## config.mk

```make
export PLATFORM = sky130hd
export DESIGN_NAME = hp_au_seq
export DESIGN_NICKNAME = d
export VERILOG_FILES = /design/src/rtl/hp_au_pkg.sv /design/src/rtl/hp_au_iter_core.sv /design/src/rtl/hp_au_seq.sv
export SDC_FILE = /design/constraint.sdc
export NUM_CORES = 1
export LEC_CHECK = 0
export CAP_MARGIN = 30
export CORE_ASPECT_RATIO = 0.6
export CORE_MARGIN = 2
export CORE_UTILIZATION = 48
export CTS_BUF_LIST = sky130_fd_sc_hd__clkbuf_16
export CTS_CLUSTER_SIZE = 10
export DETAILED_ROUTE_END_ITERATION = 8
export PLACE_DENSITY = 0.7
export SYNTH_ARGS = -nofsm -noshare
export SYNTH_HDL_FRONTEND = slang
export SYNTH_SLANG_ARGS = --single-unit
```

## constraint.sdc

```tcl
create_clock -name clk -period 4.4 [get_ports clk]
set_input_delay 0.44 -clock clk [delete_from_list [all_inputs] [get_ports clk]]
set_output_delay 0.44 -clock clk [all_outputs]
set_load 0.005 [all_outputs]
```

## src/rtl/hp_au_pkg.sv

```systemverilog
// Shared opcode map, FSM encoding and issue-classification helper for the
// sequential HP-AU.
package hp_au_pkg;

  localparam logic [3:0] OP_ADD    = 4'd0;
  localparam logic [3:0] OP_SUB    = 4'd1;
  localparam logic [3:0] OP_PASS_A = 4'd2;
  localparam logic [3:0] OP_NOT_A  = 4'd3;
  localparam logic [3:0] OP_AND    = 4'd4;
  localparam logic [3:0] OP_OR     = 4'd5;
  localparam logic [3:0] OP_XOR    = 4'd6;
  localparam logic [3:0] OP_SHL1   = 4'd7;
  localparam logic [3:0] OP_MUL    = 4'd8;
  localparam logic [3:0] OP_DIV    = 4'd9;

  localparam logic MODE_MUL = 1'b0;
  localparam logic MODE_DIV = 1'b1;

  typedef enum logic [1:0] {
    ST_IDLE = 2'd0,
    ST_BUSY = 2'd1,
    ST_DONE = 2'd2
  } state_t;

  // b is passed zero-extended to 32 bits so the helper serves any legal WIDTH.
  function automatic logic is_iterative(input logic [3:0] sel, input logic [31:0] b);
    return (sel == OP_MUL) || ((sel == OP_DIV) && (b != 32'd0));
  endfunction

endpackage

```

## src/rtl/hp_au_iter_core.sv

```systemverilog
// Shared shift register / accumulator for shift-add multiply and restoring
// divide; one iteration per step, hi_nxt/lo_nxt show the post-step values.
module hp_au_iter_core
  import hp_au_pkg::*;
#(
  parameter int WIDTH = 4
) (
  input  logic             clk,
  input  logic             rst_n,
  input  logic             start,
  input  logic             mode,
  input  logic             step,
  input  logic [WIDTH-1:0] a,
  input  logic [WIDTH-1:0] b,
  output logic             done,
  output logic [WIDTH-1:0] hi_nxt,
  output logic [WIDTH-1:0] lo_nxt
);

  localparam int CNT_W = $clog2(WIDTH) + 1;

  logic [WIDTH-1:0] hi_q;
  logic [WIDTH-1:0] lo_q;
  logic [WIDTH-1:0] opnd_q;
  logic             mode_q;
  logic [CNT_W-1:0] cnt_q;

  logic [WIDTH-1:0] mul_addend;
  logic [WIDTH:0]   mul_sum;
  logic [WIDTH:0]   div_shift;
  logic [WIDTH:0]   div_diff;

  // MUL: hi accumulates, lo shifts the multiplier out and product bits in.
  // DIV: hi is the partial remainder, lo shifts dividend out and quotient in;
  // bit WIDTH of div_diff is the borrow that decides restore vs. keep.
  always_comb begin
    mul_addend = lo_q[0] ? opnd_q : '0;
    mul_sum    = {1'b0, hi_q} + {1'b0, mul_addend};
    div_shift  = {hi_q, lo_q[WIDTH-1]};
    div_diff   = div_shift - {1'b0, opnd_q};
    hi_nxt     = mul_sum[WIDTH:1];
    lo_nxt     = {mul_sum[0], lo_q[WIDTH-1:1]};
    if (mode_q == MODE_DIV) begin
      if (!div_diff[WIDTH]) begin
        hi_nxt = div_diff[WIDTH-1:0];
        lo_nxt = {lo_q[WIDTH-2:0], 1'b1};
      end else begin
        hi_nxt = div_shift[WIDTH-1:0];
        lo_nxt = {lo_q[WIDTH-2:0], 1'b0};
      end
    end
  end

  assign done = (cnt_q == CNT_W'(1));

  always_ff @(posedge clk or negedge rst_n) begin
    if (!rst_n) begin
      hi_q   <= '0;
      lo_q   <= '0;
      opnd_q <= '0;
      mode_q <= MODE_MUL;
      cnt_q  <= '0;
    end else if (start) begin
      hi_q   <= '0;
      lo_q   <= a;
      opnd_q <= b;
      mode_q <= mode;
      cnt_q  <= CNT_W'(WIDTH);
    end else if (step) begin
      hi_q   <= hi_nxt;
      lo_q   <= lo_nxt;
      cnt_q  <= cnt_q - CNT_W'(1);
    end
  end

endmodule

```

## src/rtl/hp_au_seq.sv

```systemverilog
// Multi-cycle HP-AU: valid/ready handshake, single-cycle ALU, iterative
// MUL/DIV through hp_au_iter_core, registered results and status flags.
module hp_au_seq
  import hp_au_pkg::*;
#(
  parameter int WIDTH = 4
) (
  input  logic             clk,
  input  logic             rst_n,
  input  logic             in_valid,
  output logic             in_ready,
  input  logic [WIDTH-1:0] a,
  input  logic [WIDTH-1:0] b,
  input  logic [3:0]       sel,
  output logic             out_valid,
  input  logic             out_ready,
  output logic [WIDTH-1:0] result,
  output logic [WIDTH-1:0] result_hi,
  output logic             flag_zero,
  output logic             flag_carry,
  output logic             flag_ovf,
  output logic             flag_err
);

  localparam int MSB = WIDTH - 1;

  state_t           state;
  logic             op_is_mul;
  logic             accept;
  logic             iter;
  logic             core_done;
  logic [WIDTH-1:0] core_hi;
  logic [WIDTH-1:0] core_lo;

  logic [WIDTH:0]   alu_sum;
  logic [WIDTH:0]   alu_dif;
  logic [WIDTH-1:0] alu_res;
  logic [WIDTH-1:0] alu_hi;
  logic             alu_z;
  logic             alu_c;
  logic             alu_v;
  logic             alu_e;

  assign accept = in_valid && in_ready;
  assign iter   = is_iterative(sel, 32'(b));

  hp_au_iter_core #(.WIDTH(WIDTH)) u_core (
    .clk    (clk),
    .rst_n  (rst_n),
    .start  (accept && iter),
    .mode   ((sel == OP_DIV) ? MODE_DIV : MODE_MUL),
    .step   (state == ST_BUSY),
    .a      (a),
    .b      (b),
    .done   (core_done),
    .hi_nxt (core_hi),
    .lo_nxt (core_lo)
  );

  // Single-cycle path; also resolves divide-by-zero and illegal opcodes,
  // which never enter BUSY.
  always_comb begin
    alu_sum = {1'b0, a} + {1'b0, b};
    alu_dif = {1'b0, a} - {1'b0, b};
    alu_res = '0;
    alu_hi  = '0;
    alu_c   = 1'b0;
    alu_v   = 1'b0;
    alu_e   = 1'b0;
    case (sel)
      OP_ADD: begin
        alu_res = alu_sum[WIDTH-1:0];
        alu_c   = alu_sum[WIDTH];
        alu_v   = (a[MSB] == b[MSB]) && (alu_sum[MSB] != a[MSB]);
      end
      OP_SUB: begin
        alu_res = alu_dif[WIDTH-1:0];
        alu_c   = alu_dif[WIDTH];
        alu_v   = (a[MSB] != b[MSB]) && (alu_dif[MSB] != a[MSB]);
      end
      OP_PASS_A: alu_res = a;
      OP_NOT_A:  alu_res = ~a;
      OP_AND:    alu_res = a & b;
      OP_OR:     alu_res = a | b;
      OP_XOR:    alu_res = a ^ b;
      OP_SHL1: begin
        alu_res = {a[MSB-1:0], 1'b0};
        alu_c   = a[MSB];
      end
      OP_DIV: begin
        alu_res = '1;
        alu_hi  = a;
        alu_e   = 1'b1;
      end
      default: alu_e = 1'b1;
    endcase
    alu_z = (alu_res == '0);
  end

  always_ff @(posedge clk or negedge rst_n) begin
    if (!rst_n) begin
      state      <= ST_IDLE;
      in_ready   <= 1'b1;
      out_valid  <= 1'b0;
      op_is_mul  <= 1'b0;
      result     <= '0;
      result_hi  <= '0;
      flag_zero  <= 1'b0;
      flag_carry <= 1'b0;
      flag_ovf   <= 1'b0;
      flag_err   <= 1'b0;
    end else begin
      case (state)
        ST_IDLE: begin
          if (accept) begin
            in_ready <= 1'b0;
            if (iter) begin
              state     <= ST_BUSY;
              op_is_mul <= (sel == OP_MUL);
            end else begin
              state      <= ST_DONE;
              out_valid  <= 1'b1;
              result     <= alu_res;
              result_hi  <= alu_hi;
              flag_zero  <= alu_z;
              flag_carry <= alu_c;
              flag_ovf   <= alu_v;
              flag_err   <= alu_e;
            end
          end
        end
        ST_BUSY: begin
          if (core_done) begin
            state      <= ST_DONE;
            out_valid  <= 1'b1;
            result     <= core_lo;
            result_hi  <= core_hi;
            flag_zero  <= (core_lo == '0);
            flag_carry <= op_is_mul && (core_hi != '0);
            flag_ovf   <= 1'b0;
            flag_err   <= 1'b0;
          end
        end
        ST_DONE: begin
          if (out_ready) begin
            state     <= ST_IDLE;
            out_valid <= 1'b0;
            in_ready  <= 1'b1;
          end
        end
        default: begin
          state     <= ST_IDLE;
          out_valid <= 1'b0;
          in_ready  <= 1'b1;
        end
      endcase
    end
  end

endmodule

```

==> metrics.txt <==
sequential cell area 827 µm²; Critical R2R Capture flag_carry$_DFFE_PN0P_; Critical Path Start a[1]; # setup viols final 0; setup bufs post-CTS 0; final std cells w/o fill between 400 and 500; CTS buffer count 5; worst path required time roughly 4.6 ns; grt ovf 0; Period minus WS final around 2.8 ns; worst slew pin tran 0.581 ns; Worst R2R Path Depth 10; Vias/cell between 6 and 7; hold_buf cts 0; RSZ-0062 raised after global routing false; CP Max Fanout 7; most common cell after layout, fill and taps aside nand2_1; clock share of power 0.288; critical path class in -> reg; Reg power frac 0.308; CTS tree yes; first-pass GRT wire length about 11 mm; Tcrit/Tclk final 0.625; min-delay worst type reg -> reg; Crit. End Element flop; Final nets 382; root buffer cell clkbuf_16; Longest Clk Path Bufs 2; r2r startpoint u_core.lo_q[3]$_DFFE_PN0P_; sw frac 0.361; Clk Latency, worst-skew pair ~0.28 ns; Combinational Power Share 0.405; worst reg2reg setup slack 1.67 ns; Fmax 364 MHz; detailed router's first-iteration violation count roughly 260; post_cts resized 0; Fin Setup TNS 0 ns; routed wire length between 7 and 8 mm; Worst setup SP type primary input; vias between 2000 and 2500; top_reg_cell synth dfrtp_1; static leakage 1.39 nW; Clock Skews between 0.003 and 0.004 ns; DIE AREA about 6200 µm²; # DRC 0; fillers about 490; Post-synth EDFFs 0; yosys warns 0; Pins Over Slew Limit 0; vias in the first global route approximately 2100; Final Hold Fails 0; post-synthesis average cell area 8.50 µm²; most frequent cells in the layout nand2_1 (38), dfrtp_1 (32), clkdlybuf4s50_1 (29); wire per inst between 15 and 20 µm; initial antenna violation count 0; Starting Density 0.489; share of post-route cells with drive strength above 1 0.0587; area delta synth->final 18.0%; Placer Congestion 0.911; die height 61.9 µm; outcome completed; pwr/cell area between 400 and 500 nW/µm²; Core Region between 5000 and 6000 µm²; H-tree depth 2; Synth Register Bits 33; sequential-to-total area share from yosys stat 0.308; area of the multi-input gates between 1500 and 2000 µm²; hold path cells 1; die span in x ~100 µm; FP Rows 21; maxcap violations 0; crit path DAT approximately 2.9 ns; post-route ant nets 0; post-synthesis cell type count 60; detailed placer's ending HPWL between 5 and 6 mm; Peak supply drop between 0.2 and 0.25 mV; GRT Total Usage 0.239; diodes inserted 0; I/O Buffers 29; router iterations before antenna repair 6; Clock transition at path regs about 0.05 ns; Worst setup endpoint result[3]$_DFFE_PN0P_; Ports 30; Net Sw Power just under 0.5 mW; TritonCTS Sinks 33; P_int roughly 0.87 mW; Cells after DPL approximately 400; FFs w/ async S/R, synth 1.00; cells after synthesis roughly 320; Synth Net Count between 300 and 400; largest net degree at the start of global routing 34; Max-slew headroom 0.612; synthesized cell area about 2700 µm²
-- final cells by class --
cell class / count / share of cell area
repair buffers: 31 / 0.0963
flip-flops and latches: 33 / 0.261
inverters: 28 / 0.0332
well taps: 69 / 0.0272
multi-input cells: 241 / 0.531
clock buffers: 5 / 0.0395
clock inverters: 3 / 0.0118
-- logic make-up after synthesis --
family | count (synthesis) | synth area share
flops | 33 | 0.308
xor+xnor | 13 | 0.0424
buf+inv | 42 | 0.0657
compound gates | 92 | 0.229
simple gates | 101 | 0.180
fa+ha+maj | 26 | 0.132
mux | 9 | 0.0433
-- state kept, by name, summed over array words and instances (netlist names), 2 cells and up --
name	flops
result	4
result_hi	4
state	2
u_core.cnt_q	3
u_core.hi_q	4
u_core.lo_q	4
u_core.opnd_q	4
-- worst max-delay path: stages --
cell and delay [ns]:
clkdlybuf4s50_1 0.77, inv_1 0.19, ha_1 0.37, o21bai_1 0.18
a21oi_1 0.14, xor2_1 0.16, a221oi_1 0.23, o21ai_0 0.17
a31o_2 0.27
-- synthesized netlist by cell type (all sizes together), types with 5 or more instances --
cell	n	area (µm²)
inv	28	105
mux2i	6	60.1
and2	6	37.5
nand2	39	149
nor2	24	90.1
a21oi	19	98.9
a211oi	9	72.6
buf	11	58.8
nand3	9	45.0
a21o	5	37.5
o31ai	8	65.1
xor2	5	43.8
o21ai	22	110
dfrtp	32	801
xnor2	8	70.1
ha	22	275
-- worst min path at each step --
stage	start	to
2_1_floorplan	rst_n	flag_carry$_DFFE_PN0P_
3_3_place_gp	result_hi[2]$_DFFE_PN0P_	result_hi[2]$_DFFE_PN0P_
3_5_place_dp	result[1]$_DFFE_PN0P_	result[1]$_DFFE_PN0P_
4_1_cts	result[0]$_DFFE_PN0P_	result[0]$_DFFE_PN0P_
5_1_grt	result[0]$_DFFE_PN0P_	result[0]$_DFFE_PN0P_
6_report	result[0]$_DFFE_PN0P_	result[0]$_DFFE_PN0P_
-- power groups by stage --
stage	Sequential [mW]	Combinational (mW)	Clock, mW
floorplan	0.402	0.392	0
global placement	0.420	0.529	0
detailed placement	0.420	0.534	0
CTS	0.416	0.540	0.394
global route	0.425	0.615	0.405
finish	0.418	0.550	0.391
-- layer usage --
layer  global-route usage  part of all wire  vias to the layer above
met2                0.312              0.40                      110
met3               0.0615             0.081                        7
li1                     -                 -                     1166
met1                0.388              0.51                     1185
met4               0.0450            0.0053                        0
met5                    0                 0                        -
-- stage by stage --
| step | instance area [µm²] | power (mW) | setup WS (ns) | util | hold WS, ns |
|---|---|---|---|---|---|
| detailed placement | 3010 | 0.954 | 1.43 | 0.548 | 0.468 |
| finish | 3170 | 1.36 | 1.65 | 0.577 | 0.478 |
| floorplan | 2690 | 0.795 | 2.13 | - | 0.144 |
| CTS | 3170 | 1.35 | 1.67 | 0.577 | 0.484 |
| global route | 3170 | 1.45 | 1.46 | 0.577 | 0.490 |
| global placement | 3010 | 0.949 | 1.44 | 0.548 | 0.463 |
Power figures use the tool's default switching activity.
